File: src/rtl/renode_apb3_arbiter.sv
`default_nettype none
// ============================================================================
// Module      : renode_apb3_arbiter
// Description : Round-robin arbiter and APB3 master sequencer. Shares one APB3
//               bus between NUM_REQUESTERS requesters, runs SETUP/ACCESS with
//               a per-transfer wait-state timeout and returns read data and
//               error status to the granted requester.
// Revision    : 1.0 - initial release
// ============================================================================
module renode_apb3_arbiter #(
    parameter int NUM_REQUESTERS = 2,
    parameter int ADDRESS_WIDTH  = 20,
    parameter int DATA_WIDTH     = 32,
    parameter int TIMEOUT_CYCLES = 16
) (
    input  logic                                    pclk,
    input  logic                                    preset,
    input  logic [NUM_REQUESTERS-1:0]               req_valid,
    input  logic [NUM_REQUESTERS*ADDRESS_WIDTH-1:0] req_addr,
    input  logic [NUM_REQUESTERS-1:0]               req_write,
    input  logic [NUM_REQUESTERS*DATA_WIDTH-1:0]    req_wdata,
    output logic [NUM_REQUESTERS-1:0]               rsp_valid,
    output logic [DATA_WIDTH-1:0]                   rsp_rdata,
    output logic                                    rsp_err,
    output logic                                    busy,
    output logic [ADDRESS_WIDTH-1:0]                paddr,
    output logic                                    psel,
    output logic                                    penable,
    output logic                                    pwrite,
    output logic [DATA_WIDTH-1:0]                   pwdata,
    input  logic                                    pready,
    input  logic [DATA_WIDTH-1:0]                   prdata,
    input  logic                                    pslverr
);

    localparam int c_idx_w  = (NUM_REQUESTERS > 1) ? $clog2(NUM_REQUESTERS) : 1;
    localparam int c_tcnt_w = (TIMEOUT_CYCLES > 0) ? $clog2(TIMEOUT_CYCLES + 1) : 1;
    localparam bit c_tmo_en = (TIMEOUT_CYCLES > 0);
    localparam logic [c_tcnt_w-1:0] c_tmo_last =
        (TIMEOUT_CYCLES > 0) ? c_tcnt_w'(TIMEOUT_CYCLES - 1) : '0;
    localparam logic [c_idx_w-1:0] c_last_idx = c_idx_w'(NUM_REQUESTERS - 1);

    localparam logic [1:0] c_st_idle   = 2'd0;
    localparam logic [1:0] c_st_setup  = 2'd1;
    localparam logic [1:0] c_st_access = 2'd2;
    localparam logic [1:0] c_st_done   = 2'd3;

    // Parameter sanity checks at elaboration
    if (NUM_REQUESTERS < 1) begin : g_bad_num_requesters
        $error("renode_apb3_arbiter: NUM_REQUESTERS must be >= 1");
    end
    if (!(DATA_WIDTH == 8 || DATA_WIDTH == 16 || DATA_WIDTH == 24 || DATA_WIDTH == 32))
    begin : g_bad_data_width
        $error("renode_apb3_arbiter: DATA_WIDTH must be 8, 16, 24 or 32");
    end

    logic [1:0]                r_state;
    logic [c_idx_w-1:0]        r_ptr;
    logic [c_idx_w-1:0]        r_idx;
    logic [c_tcnt_w-1:0]       r_tcnt;
    logic [NUM_REQUESTERS-1:0] r_rsp_valid;
    logic [DATA_WIDTH-1:0]     r_rsp_rdata;
    logic                      r_rsp_err;
    logic                      r_busy;
    logic [ADDRESS_WIDTH-1:0]  r_paddr;
    logic                      r_psel;
    logic                      r_penable;
    logic                      r_pwrite;
    logic [DATA_WIDTH-1:0]     r_pwdata;

    logic [c_idx_w-1:0]        w_win_idx;
    logic                      w_win_any;
    logic [ADDRESS_WIDTH-1:0]  w_win_addr;
    logic [DATA_WIDTH-1:0]     w_win_wdata;
    logic [NUM_REQUESTERS-1:0] w_idx_onehot;

    // Round-robin pick: first valid at index >= ptr, else first valid below ptr.
    // The second loop runs last so the >= ptr region overrides the wrap region;
    // descending iteration leaves the lowest index as the final assignment.
    always_comb begin
        w_win_idx = '0;
        w_win_any = 1'b0;
        for (int i = NUM_REQUESTERS - 1; i >= 0; i--) begin
            if (req_valid[i] && (c_idx_w'(i) < r_ptr)) begin
                w_win_idx = c_idx_w'(i);
                w_win_any = 1'b1;
            end
        end
        for (int i = NUM_REQUESTERS - 1; i >= 0; i--) begin
            if (req_valid[i] && (c_idx_w'(i) >= r_ptr)) begin
                w_win_idx = c_idx_w'(i);
                w_win_any = 1'b1;
            end
        end
    end

    assign w_win_addr   = req_addr[w_win_idx * ADDRESS_WIDTH +: ADDRESS_WIDTH];
    assign w_win_wdata  = req_wdata[w_win_idx * DATA_WIDTH +: DATA_WIDTH];
    assign w_idx_onehot = NUM_REQUESTERS'(1) << r_idx;

    // Transfer sequencer: grant, SETUP, ACCESS with timeout, one-cycle response
    always_ff @(posedge pclk) begin
        if (preset) begin
            r_state     <= c_st_idle;
            r_ptr       <= '0;
            r_idx       <= '0;
            r_tcnt      <= '0;
            r_rsp_valid <= '0;
            r_rsp_rdata <= '0;
            r_rsp_err   <= 1'b0;
            r_busy      <= 1'b0;
            r_paddr     <= '0;
            r_psel      <= 1'b0;
            r_penable   <= 1'b0;
            r_pwrite    <= 1'b0;
            r_pwdata    <= '0;
        end else begin
            case (r_state)
                c_st_idle: begin
                    if (w_win_any) begin
                        r_idx    <= w_win_idx;
                        r_paddr  <= w_win_addr;
                        r_pwrite <= req_write[w_win_idx];
                        r_pwdata <= w_win_wdata;
                        r_psel   <= 1'b1;
                        r_busy   <= 1'b1;
                        r_state  <= c_st_setup;
                    end
                end
                c_st_setup: begin
                    r_penable <= 1'b1;
                    r_tcnt    <= '0;
                    r_state   <= c_st_access;
                end
                c_st_access: begin
                    // pready is checked first so a late ready beats the timeout
                    if (pready) begin
                        r_rsp_rdata <= r_pwrite ? '0 : prdata;
                        r_rsp_err   <= pslverr;
                        r_rsp_valid <= w_idx_onehot;
                        r_psel      <= 1'b0;
                        r_penable   <= 1'b0;
                        r_state     <= c_st_done;
                    end else if (c_tmo_en && (r_tcnt == c_tmo_last)) begin
                        r_rsp_rdata <= '0;
                        r_rsp_err   <= 1'b1;
                        r_rsp_valid <= w_idx_onehot;
                        r_psel      <= 1'b0;
                        r_penable   <= 1'b0;
                        r_state     <= c_st_done;
                    end else begin
                        r_tcnt <= r_tcnt + c_tcnt_w'(1);
                    end
                end
                c_st_done: begin
                    r_rsp_valid <= '0;
                    r_rsp_rdata <= '0;
                    r_rsp_err   <= 1'b0;
                    r_busy      <= 1'b0;
                    r_ptr       <= (r_idx == c_last_idx) ? '0 : r_idx + c_idx_w'(1);
                    r_state     <= c_st_idle;
                end
                default: begin
                    r_state <= c_st_idle;
                end
            endcase
        end
    end

    assign rsp_valid = r_rsp_valid;
    assign rsp_rdata = r_rsp_rdata;
    assign rsp_err   = r_rsp_err;
    assign busy      = r_busy;
    assign paddr     = r_paddr;
    assign psel      = r_psel;
    assign penable   = r_penable;
    assign pwrite    = r_pwrite;
    assign pwdata    = r_pwdata;

endmodule
`default_nettype wire

File: config.mk
export PLATFORM = sky130hd
export DESIGN_NAME = renode_apb3_arbiter
export DESIGN_NICKNAME = d
export VERILOG_FILES = /design/src/rtl/renode_apb3_arbiter.sv
export SDC_FILE = /design/constraint.sdc
export NUM_CORES = 1
export LEC_CHECK = 0
export BUFFER_PORTS_ARGS = -buffer_cell sky130_fd_sc_hd__buf_2
export CORE_MARGIN = 2
export CORE_UTILIZATION = 45
export CTS_CLUSTER_DIAMETER = 120
export CTS_CLUSTER_SIZE = 12
export DETAILED_ROUTE_END_ITERATION = 10
export MAX_ROUTING_LAYER = met4
export PLACE_DENSITY_LB_ADDON = 0.08
export SYNTH_ARGS = -nofsm -noshare
export SYNTH_HDL_FRONTEND = slang
export SYNTH_SLANG_ARGS = --single-unit
File: constraint.sdc
create_clock -name pclk -period 2.3 [get_ports pclk]
set_input_delay 0.345 -clock pclk [delete_from_list [all_inputs] [get_ports pclk]]
set_output_delay 0.345 -clock pclk [all_outputs]
set_load 0.02 [all_outputs]
# ---- Word level (Yosys, flattened, before mapping)
# Cells that the tools add are included.
dict set report word_totals {
  input_bits 144
  wordCells 81
  out_inout_bits 91
  register_bits 100
}
dict set report classes {
  eq_ne 8
  n_mux 33
  n_reduce_logical 16
  magnitude_cmp 5
  n_addsub 2
  n_shift 3
  n_mul 1
}
# op count
set op_table {}
lappend op_table {{32-bit two-way mux} 3}
lappend op_table {{32-bit one-hot mux with 2 select lines} 1}
lappend op_table {{64-bit by 7-bit variable part select with 32-bit output} 1}
lappend op_table {{40-bit by 7-bit variable part select with 20-bit output} 1}
lappend op_table {{1-bit two-way mux} 15}
lappend op_table {{2-bit two-way mux} 5}
lappend op_table {{5-bit two-way mux} 2}
lappend op_table {{5-bit one-hot mux with 2 select lines} 1}
lappend op_table {{2-bit AND reduction} 5}
lappend op_table {{1-bit one-hot mux with 2 select lines} 4}
lappend op_table {{2-bit one-hot mux with 4 select lines} 1}
lappend op_table {{2-bit nonzero test} 4}
lappend op_table {{2-bit != test (second input constant)} 3}
lappend op_table {{3-bit AND reduction} 2}
lappend op_table {{5-bit by 1-bit adder with 5-bit output (second input constant)} 1}
lappend op_table {{5-bit by 4-bit equality test with 1-bit output (second input constant)} 1}
lappend op_table {{2-bit equality test (second input constant)} 2}
lappend op_table {{1-bit logical AND} 4}
lappend op_table {{1-bit by 3-bit multiplier with 4-bit output (second input constant)} 1}
lappend op_table {{2-bit one-hot mux with 2 select lines} 1}
lappend op_table {{3-bit != test (second input constant)} 1}
lappend op_table {{2-bit by 1-bit equality test with 1-bit output (second input constant)} 1}
lappend op_table {{1-bit >= comparator (first input constant)} 2}
lappend op_table {{2-bit zero test} 1}
lappend op_table {{other kinds (4)} 5}

# ---- Depth between registers and ports, before layout
# Gate-level depths: netlist of run 1.
dict set report depth {
  depth_word 8
  mapped_depth 7
  ltp_nobuf 6
}

# ---- Worst setup path before layout of run 1
# OpenSTA, ideal clock, no wires.
dict set report synth_path {
  kind {reg2reg}
  start {reg r_tcnt[0]}
  end {reg r_tcnt[2]}
  n_path_buf 1
  stages_incl_launch_ff 8
  t_required_ns 2.230
  period_less_slack_ns 1.882
  setup_time_ns 0.070
  setup_slack_ns 0.418
  arrival_ns 1.812
  cell_sequence {dfxtp_1 ha_1 and3_1 ha_1 or3b_1 clkbuf_2 or3_1 a21oi_1}
}
dict set report synth_between {
  elab_chain_len 4
  word_cells_on_any_way 7
  classes_between {add/sub (1); eq/ne (2); mux (3); reduce/logical (1)}
}
# item line_no
set synth_rtl {}
lappend synth_rtl {{start: declaration} 60} ;# logic [c_tcnt_w-1:0] r_tcnt;
lappend synth_rtl {{start signal: assignment} 152} ;# r_tcnt <= r_tcnt + c_tcnt_w'(1);
lappend synth_rtl {{5-bit by 1-bit adder with 5-bit output} 152}
lappend synth_rtl {{5-bit two-way mux} 144} ;# end else if (c_tmo_en && (r_tcnt == c_tmo_last)) begin
lappend synth_rtl {{5-bit two-way mux} 137} ;# if (pready) begin
lappend synth_rtl {{5-bit one-hot mux with 2 select lines} 118} ;# case (r_state)
# Several ways; a longest one is shown, not always the timed one. The select of a mux whose other input is x is not followed.
# A chain may end at the register's enable or synchronous reset.

# ---- Worst setup path in the final report of run 1
# Ends and elaborated chain as after synthesis.

==> impl_results.md, run 1 <==
- Die span in x: 104 microns
- Total number of vias: 4666
- Minimum period implied by the final worst setup slack: between 2 and 2.5 ns
- Detailed Place HPWL: about 9400 microns
- Hold Buf Count CTS: 0
- Vias in the first global route: 4480
- First-pass iteration count of the detailed router: 4
- Via-per-instance ratio: between 5 and 6
- Power density cells: 1070 nW/um^2
- Net Sw Power: about 2.7 mW
- DRC: 0
- Share of power burned in registers: ~39%
- Htree depth: 3
- Cell internal pwr: around 3.7 mW
- Setup TNS: 0 ns
- Buffers on Ports: around 230
- Worst-Margin Slew: about 0.96 ns
- Arr. time, crit path: ~2.3 ns
- # IOs: between 200 and 250
- Synth Cell Area: between 4000 and 5000 sq um
- Leakage power: around 2.6 nW
- Setup Buffers After CTS: 0
- FMAX: between 400 and 500 MHz
- Cells after Synth: between 500 and 600
- Nets: 890
- Routability cong.: between 0.8 and 0.9
- Share of layout cells above drive strength 1: around 36%
- Hold Path Class: primary input to register
- Yosys warnings: 0
- Register area share after synthesis: between 40 and 50%
- N_diodes: 0
- Top cell type's share of synthesized area: between 40% and 50%
- Post-layout instance area: around 6000 sq um
- Num rows: 36
- Clock transition at path regs: about 0.11 ns
- Hold-critical path depth: 3
- Initial DRC Count: 276
- Clk sinks: 100
- Skew-Pair Late Insertion Delay: 0.37 ns
- Final Setup Violations: 0
- Post-synth top area cell: dfxtp_1
- CTS buffer count: 9
- Max Slew Vio Count: 0
- Worst Path Required: between 2 and 3 ns
- Final Hold Viols: 0
- P&R area growth vs syn: 32.0%
- Top cells by count, synth: dfxtp_1 (100), nand3_1 (58), nor2_1 (58)
- CTS max path bufs: 2
- Die H: 104 microns
- Mean Syn Cell Area: roughly 8.5 sq um
- Crit-path max cell delay: a little over 0.5 ns
- Antenna violations before repair: 0
- CP Cell Sequence: ha_1 > and3_1 > ha_1 > or3b_1 > or3_1 > a21oi_1
- Synthesized flop and latch total: 100
- Clock skew: 0.0113 ns
- Full die area: between 10000 and 15000 sq um
- Slew headroom: between 30% and 40%
- Synth unique cells: 36
- First-pass GRT wire length: roughly 21000 microns
- Clk pwr share: around 17%
- Core Footprint: between 9000 and 10000 sq um
- Power share of the combinational group: between 40% and 50%
- Reg2reg path depth: 6
- Max Fanout on Critical Path: 8
- Synth Flop Type: dfxtp_1
- Most frequent CP cell: ha_1
- Asr flop ratio synth: 0%
- Total gr overflow: 0
- DRT Wirelength: 13300 microns
- Critical path class: register to register
- Max VDD drop: about 0.55 mV
- Critical path endpoint category: register
- Count leader, synth: dfxtp_1
- Startpoint types: register
- Cell area after placement: 5800 sq um
- Gr usage total: ~24%
- Post_cts resized: 0
- Largest cells by area after synthesis: dfxtp_1 (44%), a311oi_1 (10%), mux2i_1 (7.3%)
- Initial cell density of the core: about 46%
- Final Cycle Share: between 80% and 90%
- Root Driver: clkbuf_8
- DR WL/cell: 15.2 microns
- Largest net degree at the start of global routing: 101
- Maximum Capacitance Violations: 0
- Syn_nets: between 600 and 700
- Slowest-stage cell, CP: or3b_1
- CTS tree: done
- Number of synthesized flops with an enable pin: 0
- Sw frac: a little over two fifths
- Routed Antenna Nets: 0
- RSZ-0062 raised after global routing: no
- Status: finished, final reports clean
[cells in the final DEF, fill, tap and decap left out, types with 3 or more instances in the layout]
cell type / synthesis / routed
buf_2: 6 / 234
dfxtp_1: 100 / 100
nand3_1: 58 / 58
nor2_1: 58 / 58
a311oi_1: 53 / 53
o21ai_0: 51 / 51
nand2b_1: 36 / 35
nand2_1: 35 / 35
mux2i_1: 33 / 33
buf_4: 0 / 12
a21oi_1: 10 / 10
o21ai_1: 9 / 9
clkbuf_8: 0 / 9
inv_1: 7 / 7
ha_1: 7 / 7
inv_6: 0 / 3
clkinv_4: 0 / 3
[cell type report]
class | count | area (sq um)
inverters | 7 | 26.3
flip-flops and latches | 100 | 2000
clock inverters | 7 | 60.1
well taps | 133 | 166
repair buffers | 248 | 1300
clock buffers | 9 | 124
multi-input cells | 373 | 2300
fillers | 921 | 3790
[logic make-up (layout without fill, tap and decap cells)]
| logic type | count (synthesis) | in the layout | share of synthesized area, % |
|---|---|---|---|
| AOI/OAI and AO/OA | 129 | 129 | 19.0 |
| DFF | 100 | 100 | 44.2 |
| adders and majority gates | 7 | 7 | 1.93 |
| buffers and inverters | 59 | 271 | 5.58 |
| and+or+nand+nor | 203 | 203 | 21.8 |
| muxes | 34 | 34 | 7.54 |
[worst max-delay path: cells and delay by family (launching register included)]
family	cells	cell delay, ns
AOI/OAI and AO/OA	1	0.14
and+or+nand+nor	3	1.04
adders and majority gates	2	0.43
DFF	1	0.34
[registers in the layout, indices dropped and copies added, names as in the netlist, 2 cells and up]
name,flops
paddr,20
r_tcnt,5
pwdata,32
r_state,2
rsp_rdata,32
rsp_valid,2
[power groups by stage]
stage          clock network (mW)  logic [mW]  registers [mW]
6_report                     1.06        2.86            2.50
5_1_grt                      1.16        3.12            2.56
4_1_cts                      1.10        2.88            2.50
3_5_place_dp                    0        2.87            2.53
3_3_place_gp                    0        2.83            2.51
2_1_floorplan                   0        1.33            3.12
[through the flow]
step | total power [mW] | instances | setup slack, ns | hold slack, ns | util [%]
finish | 6.42 | 877 | 0.285 | 0.213 | 61.2
global route | 6.84 | 877 | 0.190 | 0.211 | 61.2
CTS | 6.48 | 877 | 0.285 | 0.199 | 61.2
detailed placement | 5.40 | 861 | 0.297 | 0.454 | 59.3
global placement | 5.34 | 861 | 0.353 | 0.448 | 59.3
floorplan | 4.45 | 532 | 0.418 | 0.448 | -
[path summary, 6_finish.rpt]
| path | end | slack [ns] | start |
|---|---|---|---|
| worst min register to register | penable | 0.46 | penable |
| worst min-delay path | rsp_rdata[28] | 0.21 | prdata[28] |
| worst max register to register | r_tcnt[2] | 0.28 | r_tcnt[0] |
| worst max-delay path | r_tcnt[2] | 0.28 | r_tcnt[0] |
[metal layers]
layer / part of all wire, % / track usage, %
met1: 43 / 30.8
met2: 48 / 38.5
met3: 7.0 / 4.14
met4: 2.2 / 10.0
met5: 0 / -
No activity file was read; power rests on OpenSTA's default activity.
==> inputs of run 2 (changes only) <==
Settings changed: CTS_BUF_LIST set to sky130_fd_sc_hd__clkbuf_16, PLACE_DENSITY set to 0.78, PLACE_DENSITY_LB_ADDON 0.08 to not set, SKIP_CTS_REPAIR_TIMING set to 1.
==> impl_results.md, run 2 (synthesis results as in run 1) <==
- Arr. time, crit path: 2.28 ns (-0.03 ns)
- Crit. Startpoint: r_tcnt[0]
- Final Cycle Share: 87.5% (-0.11 points)
- Gr usage total: 24.3% (-0.042 points)
- DRT Wirelength: 13000 microns (-2.5%)
- Final Hold Viols: 0 (unchanged)
- Hold Path Class: primary input to register
- Leakage power: 2.67 nW (+1.2%)
- Root Driver: clkbuf_16
- Clk sinks: 100 (unchanged)
- Filler Cells Inserted: 880 (-4.5%)
- Total gr overflow: 0 (unchanged)
- Routability cong.: 0.814 (-1.5%)
- Critical path class: register to register
- Slowest-stage cell, CP: or3b_1
- Via-per-instance ratio: 5.37 (+0.90%)
- Hold Crit Start: prdata[25]
- Final Setup Violations: 0 (unchanged)
- Met3 usage: 4.89% (+0.75 points)
- Critical path's top delay family: simple AND/OR/NAND/NOR gates
- Clock skew: 0.0110 ns (-0.000234 ns)
- Setup TNS: 0 ns (unchanged)
- Max Slew Vio Count: 0 (unchanged)
- Buffers on Ports: 234 (unchanged)
- Max VDD drop: 0.665 mV (+20%)
- Worst-Margin Slew: 0.525 ns (-0.439 ns)
- Nets: 886 (-0.45%)
- Htree depth: 3 (unchanged)
- FMAX: 497 MHz (+0.13%)
- Full die area: 10900 sq um (unchanged)
- Multi-input gate area: 2300 sq um (unchanged)
- CTS max path bufs: 2 (unchanged)
- Die H: 104 microns (unchanged)
- Reg2Reg Launch Point: r_tcnt[0]
- Slew headroom: 64.6% (+29 points)
- Register area: 2000 sq um (unchanged)
- Detailed Place HPWL: 9020 microns (-4.0%)
- DRC: 0 (unchanged)
- Commonest non-fill, non-tap cell in the layout: buf_2
- First-pass iteration count of the detailed router: 4 (unchanged)
- Num rows: 36 (unchanged)
- Most frequent CP cell: ha_1
- WHS: 0.251 ns (+0.0377 ns)
- CTS tree: done
- Critical path endpoint category: register
- Crit-path max cell delay: 0.52 ns (about the same)
- Power density cells: 1110 nW/um^2 (+3.7%)
- M2 GR Usage: 40.3% (+1.8 points)
- Commonest cells after routing, fill and taps aside: buf_2 (234), dfxtp_1 (100), nand3_1 (58), nor2_1 (58), a311oi_1 (53)
- Minimum period implied by the final worst setup slack: 2.01 ns (-0.00264 ns)
- N_diodes: 0 (unchanged)
- Gr busiest metal: met2
- Initial cell density of the core: 46.4% (unchanged)
- Maximum Capacitance Violations: 0 (unchanged)
- Antenna violations before repair: 0 (unchanged)
- Worst Path Required: 2.57 ns (-0.02 ns)
- Total number of vias: 4681 (+0.32%)
- Die span in x: 104 microns (unchanged)
- Routed Antenna Nets: 0 (unchanged)
- Vias in the first global route: 4551 (+1.6%)
- Startpoint types: register
- Max Fanout on Critical Path: 8 (unchanged)
- DR WL/cell: 14.9 microns (-1.9%)
- Largest net degree at the start of global routing: 101 (unchanged)
- Skew-Pair Late Insertion Delay: 0.34 ns (-0.03 ns)
- Core Footprint: 9770 sq um (unchanged)
- CP Cell Sequence: ha_1 > and3_1 > ha_1 > or3b_1 > or3_1 > a21oi_1
- Worst Path Buf+Inv: 0 (unchanged)
- Clock transition at path regs: 0.07 ns (-0.04 ns)
- P&R area growth vs syn: 34.1%
- # IOs: 235 (unchanged)
- Initial DRC Count: 297 (+7.6%)
- CTS buffer count: 9 (unchanged)
- RSZ-0062 raised after global routing: no
- Share of layout cells above drive strength 1: 36.0% (-0.43 points)
- Status: finished, final reports clean
- GR Util met1: 29.6% (-1.3 points)
- First-pass GRT wire length: 21500 microns (+1.0%)
## run 2: final timing paths
| path | endpoint | slack [ns] | cells past startpoint |
|---|---|---|---|
| setup / recovery | r_tcnt[2] | 0.29 | 6 |
| hold reg to reg | rsp_rdata[1] | 0.47 | 2 |
| setup reg to reg | r_tcnt[2] | 0.29 | 6 |
| hold / removal | rsp_rdata[25] | 0.25 | 3 |
## run 2: routing by layer
layer	vias up	part of all wire, %
met5	-	0
met4	0	1.9
met3	21	7.1
met2	197	50
met1	2156	41
li1	2307	-
## run 2: worst min-delay path: cells and delay by family
kind / cells / cell delay, ns
buf+inv: 1 / 0.10
mux: 1 / 0.05
simple gates: 1 / 0.04
## run 2: final cells by class
cell class	count	share of cell area (%)
Timing Repair Buffer	244	21.5
Inverter	7	0.432
Tap cell	133	2.74
Sequential cell	100	32.9
Clock buffer	9	3.71
Multi-Input combinational cell	373	37.9
Clock inverter	6	0.762
## run 2: report_power, final
part	leakage, nW	internal (mW)	switching [mW]
clock	0.129	0.738	0.671
combinational	1.72	1.05	1.80
sequential	0.821	2.24	0.263
total	2.67	4.03	2.73
## run 2: per-stage QoR
stage	power (mW)	std cells	worst slack, ns	area [sq um]	utilization, %
2_1_floorplan	4.45	532	0.418	4530	-
3_3_place_gp	5.32	857	0.335	5810	59.4
3_5_place_dp	5.41	857	0.309	5810	59.4
4_1_cts	6.82	872	0.288	6080	62.2
5_1_grt	7.19	872	0.152	6080	62.2
6_report	6.76	872	0.287	6080	62.2
